==> src/rtl/tdm_demux.sv <==
// tdm_demux: receive end of a round-robin TDM channel mux.
//   A single serial sample stream carries N_CH interleaved channels. Each
//   accepted sample is steered into its channel holding register with a
//   one-cycle per-channel strobe. Framing is recovered from a frame_sync
//   marker on channel 0, and the block realigns whenever that marker arrives
//   early or is missing.
//
// Ports
//   clk        in   1        rising-edge clock
//   rst        in   1        synchronous reset, active-high
//   din        in   W        serial sample
//   din_valid  in   1        din carries a sample this cycle
//   frame_sync in   1        marks din as channel 0 (only with din_valid)
//   ch_data    out  N_CH*W   channel registers, channel k at [k*W +: W]
//   ch_valid   out  N_CH     bit k pulses when channel k is written
//   frame_done out  1        pulses when the last channel of a frame is stored
//   locked     out  1        high while frame alignment is held
//   sync_err   out  1        pulses on an early or missing frame_sync
module tdm_demux #(
  parameter int N_CH = 4,
  parameter int W    = 8,
  parameter int CW   = 2
) (
  input  logic              clk,
  input  logic              rst,
  input  logic [W-1:0]      din,
  input  logic              din_valid,
  input  logic              frame_sync,
  output logic [N_CH*W-1:0] ch_data,
  output logic [N_CH-1:0]   ch_valid,
  output logic              frame_done,
  output logic              locked,
  output logic              sync_err
);

  typedef enum logic {HUNT, LOCK} state_t;

  localparam logic [CW-1:0] LAST_CH = CW'(N_CH - 1);
  localparam logic [CW-1:0] FIRST_CH_NEXT = CW'(1);

  state_t        state, state_nx;
  logic [CW-1:0] cnt, cnt_nx;
  logic          wr;
  logic [CW-1:0] wr_idx;
  logic          done_nx;
  logic          err_nx;

  // Next-state decode. Idle cycles leave state and counter untouched and
  // produce no write, so every pulse naturally falls back to 0.
  always_comb begin
    state_nx = state;
    cnt_nx   = cnt;
    wr       = 1'b0;
    wr_idx   = '0;
    done_nx  = 1'b0;
    err_nx   = 1'b0;
    if (din_valid) begin
      unique case (state)
        HUNT: begin
          if (frame_sync) begin
            wr       = 1'b1;
            cnt_nx   = FIRST_CH_NEXT;
            state_nx = LOCK;
          end
        end
        LOCK: begin
          if (frame_sync) begin
            // A marker mid-frame abandons the partial frame and restarts
            // at channel 0 without dropping lock.
            wr     = 1'b1;
            cnt_nx = FIRST_CH_NEXT;
            err_nx = (cnt != '0);
          end else if (cnt == '0) begin
            // Expected a marker here: the frame slipped, go back to hunting.
            err_nx   = 1'b1;
            state_nx = HUNT;
          end else begin
            wr     = 1'b1;
            wr_idx = cnt;
            if (cnt == LAST_CH) begin
              done_nx = 1'b1;
              cnt_nx  = '0;
            end else begin
              cnt_nx = cnt + FIRST_CH_NEXT;
            end
          end
        end
        default: state_nx = HUNT;
      endcase
    end
  end

  // Register stage: control, channel data and strobes all update on the
  // edge that accepts the sample.
  always_ff @(posedge clk) begin
    if (rst) begin
      state      <= HUNT;
      cnt        <= '0;
      ch_data    <= '0;
      ch_valid   <= '0;
      frame_done <= 1'b0;
      sync_err   <= 1'b0;
    end else begin
      state      <= state_nx;
      cnt        <= cnt_nx;
      frame_done <= done_nx;
      sync_err   <= err_nx;
      for (int k = 0; k < N_CH; k++) begin
        ch_valid[k] <= wr && (wr_idx == CW'(k));
        if (wr && (wr_idx == CW'(k))) begin
          ch_data[k*W +: W] <= din;
        end
      end
    end
  end

  assign locked = (state == LOCK);

endmodule
==> config.mk <==
export PLATFORM = sky130hd
export DESIGN_NAME = tdm_demux
export DESIGN_NICKNAME = d
export VERILOG_FILES = /design/src/rtl/tdm_demux.sv
export SDC_FILE = /design/constraint.sdc
export NUM_CORES = 1
export LEC_CHECK = 0
export ABC_AREA = 1
export CORE_MARGIN = 8
export CORE_UTILIZATION = 48
export CTS_BUF_LIST = sky130_fd_sc_hd__clkbuf_8
export CTS_CLUSTER_SIZE = 10
export DETAILED_ROUTE_END_ITERATION = 16
export HOLD_SLACK_MARGIN = 0.06
export PLACE_DENSITY = 0.93
export RECOVER_POWER = 25
export SYNTH_ARGS = -nofsm -noshare
export SYNTH_HDL_FRONTEND = slang
export SYNTH_SLANG_ARGS = --single-unit
==> constraint.sdc <==
create_clock -name clk -period 1.7 [get_ports clk]
set_clock_uncertainty 0.05 [all_clocks]
set_input_delay 0.17 -clock clk [delete_from_list [all_inputs] [get_ports clk]]
set_output_delay 0.17 -clock clk [all_outputs]
set_load 0.1 [all_outputs]
==> flow_summary_export.csv <==
group,metric,value,unit
clock_network,root_buffer,"clkbuf_8",
routing,dr_wl_met3,385,um
yosys,synth_cell_types,23,
final_layout,diodes,0,
yosys,synth_commonest_cells,"nor2_1, dfxtp_1, nand2_1",
routing,drt-initial-drc-count,216,
clock_network,cts_hold_buf,0,
global_route,grt_max_degree,30,
yosys,synth_fp_nets,233,
clock_network,clock_latency,0.30,ns
setup_path,cp_slowest_stage_delay,0.37,ns
setup_path,critPathKind,"reg -> reg",
global_route,grt_pass1_vias,1701,
setup_path,required,1.89,ns
sta,setup_viol,0,
floorplanning,die_w,75.1,um
floorplanning,core-area,3340,um^2
clock_network,cts_tree,"yes",
final_layout,drive_above_1_share,26.9,%
routing,drt-met1-wl,2090,um
sta,fin_ws,0.0590,ns
floorplanning,die_h,75.1,um
yosys,synth_cells,218,
place,port_buffers,50,
place,post_dp_cell_area,2610,um^2
setup_path,worstPathMaxFanout,18,
yosys,yosys_warnings,0,
routing,wl_met2,2900,um
routing,via_per_inst,5.44,
floorplanning,row_count,21,
yosys,yosysMostFrequentCell,"nor2_1",
pwr,peakVddDrop,0.691,mV
flow_run,drv_cap,0,
routing,wl_per_cell,17.2,um
sta,clock.fmax,609,MHz
global_route,grt_overflow_total,0,
sta,worstMarginPinSlew,0.562,ns
pwr,leakage,0.00110,uW
yosys,synthArstFlopShare,0,%
routing,routed_wl,5530,um
floorplanning,design.portCount,51,
worst_hold_path,hp-class,"reg -> reg",
routing,dr.pass1.iters,4,
clock_network,cts_made_buffers,5,
sta,slew_violations,0,
yosys,syn_avg_cell_area,7.70,um^2
final_layout,syn2layout_area_growth,47.4,%
sta,fin_crit,1.64,ns
routing,ant_nets,0,
sta,period_share,96.5,%
routing,drc,0,
setup_path,crit_chain,"inv_1 -> ha_1 -> inv_1 -> nand3_2 -> nand2_4 -> nand2_4 -> nor2_8 -> nor2_1 -> nor2_1",
clock_network,clockBufferDepth,2,
place,dp_hpwl,3790,um
clock_network,htree_levels,2,
routing,routed.top_layer,"met4",
final_layout,multi_input_area,764,um^2
clock_network,clock-sinks,41,
pwr,power_density,844,nW/um^2
place,place_congestion,0.909,
yosys,synth_ff_type,"dfxtp_1",
floorplanning,die_area,5650,um^2
setup_path,slowest_stage,"dfxtp_4",
yosys,yosysTopAreaCellShare,48.9,%
yosys,ys_top_cells_by_area,"dfxtp_1, nor2_1, nand4_1",
final_layout,filler_cell_count,225,
status,outcome,"finished clean",
yosys,synth-seq-cells,41,
final_layout,seq_area,827,um^2
final_layout,fin_area,2470,um^2
global_route,grt_first_pass_wirelength,8060,um
global_route,antenna_found_initial,0,
final_layout,postLayoutCoreUtil,74.2,%
yosys,synth_top_cell_by_area,"dfxtp_1",
pwr,power,2090,uW
setup_path,end_kind,"register",
place,place_ws,-0.0675,ns
floorplanning,initial_core_util,50.3,%
setup_path,cpLargestDelayFamily,"simple AND/OR/NAND/NOR gates",
clock_network,clk_pin_slew,0.08,ns
setup_path,arrival,1.83,ns
yosys,synth_enable_flop_cells,0,
routing,vias,1745,
sta,slew_headroom,62.7,%
setup_path,startpoint_type,"register",
setup_path,cp.buffers_inverters,2,
sta,hold_violations,0,
final_layout,nNetsFinal,289,
global_route,grt_use_total,18.9,%
yosys,ys_seq_area_share,48.9,%
clock_network,post_cts_buffers,0,
yosys,synth_area,1680,um^2
-- report_power, final --
group	switching [uW]	internal, uW
clock	343	367
combinational	264	108
sequential	23.4	983
total	630	1460
-- area by class of cell --
class	instances	share of cell area (%)
Sequential cell	41	33.4
Multi-Input combinational cell	151	30.9
Timing Repair Buffer	56	26.2
Clock buffer	7	3.89
Inverter	19	3.08
Tap cell	46	2.33
Clock inverter	1	0.202
-- repair_timing --
item	4_1_cts	5_1_grt
endpoints found under the hold margin	0	0
setup endpoints to repair	24	26
resized for setup	5	13
pin swaps	0	1
cloned	0	1
-- registers in the layout, indices dropped and copies added, names as in the netlist --
name and cells:
ch_data 32, cnt 2, frame_done 1, ch_valid 4, sync_err 1, locked 1
-- worst reg2reg max path: stages (launching register included) --
cell	delay, ns
dfxtp_4	0.37
inv_1	0.07
ha_1	0.19
inv_1	0.07
nand3_2	0.11
nand2_4	0.22
nand2_4	0.14
nor2_8	0.16
nor2_1	0.07
nor2_1	0.12
-- final timing paths --
kind | startpoint | end | slack (ns) | cells past startpoint
worst max-delay path | cnt[0]$_SDFFE_PP0P_ | ch_data[11]$_SDFFE_PP0P_ | 0.06 | 9
worst min-delay path | ch_data[19]$_SDFFE_PP0P_ | ch_data[19]$_SDFFE_PP0P_ | 0.43 | 2
worst min register to register | ch_data[19]$_SDFFE_PP0P_ | ch_data[19]$_SDFFE_PP0P_ | 0.43 | 2
worst max register to register | cnt[0]$_SDFFE_PP0P_ | ch_data[11]$_SDFFE_PP0P_ | 0.06 | 9
-- through the flow --
| step | cells | hold WS, ns | TNS [ns] |
|---|---|---|---|
| floorplan | 218 | 0.192 | 0 |
| global placement | 312 | 0.462 | 0 |
| detailed placement | 312 | 0.465 | -0.256 |
| CTS | 320 | 0.478 | 0 |
| global route | 321 | 0.464 | -0.373 |
| finish | 321 | 0.434 | 0 |
-- kinds of logic (layout without fill, tap and decap cells) --
family	Yosys count	after routing	share of synthesized area, %
AND/OR/NAND/NOR	125	125	34.9
flip-flops	41	41	48.9
buffers and inverters	26	83	6.78
AO/OA/AOI/OAI	23	23	7.15
adder cells (fa/ha/maj)	3	3	2.24
-- cells in the final DEF (no fill, tap or decap), types with 2 or more instances in the layout --
cell / Yosys / final
clkdlybuf4s50_1: 0 / 11
o21ai_0: 19 / 14
nor2_2: 2 / 2
nand3_2: 2 / 2
dfxtp_1: 41 / 38
dfxtp_2: 0 / 2
clkbuf_8: 0 / 7
nor3_1: 3 / 3
nor2_8: 2 / 2
buf_12: 0 / 18
buf_4: 2 / 5
clkbuf_2: 0 / 20
nor2_1: 69 / 68
inv_2: 4 / 3
inv_1: 14 / 13
inv_4: 0 / 2
a21oi_1: 2 / 2
nand4_1: 16 / 16
nand2_4: 2 / 4
ha_1: 3 / 2
o21ai_1: 0 / 5
nand2_1: 25 / 25
-- routing by layer --
layer	up-vias	global-route usage [%]
met3	20	6.39
li1	811	-
met5	-	0
met2	85	34.2
met1	829	19.2
met4	0	8.10
No activity file was read; power rests on OpenSTA's default activity.
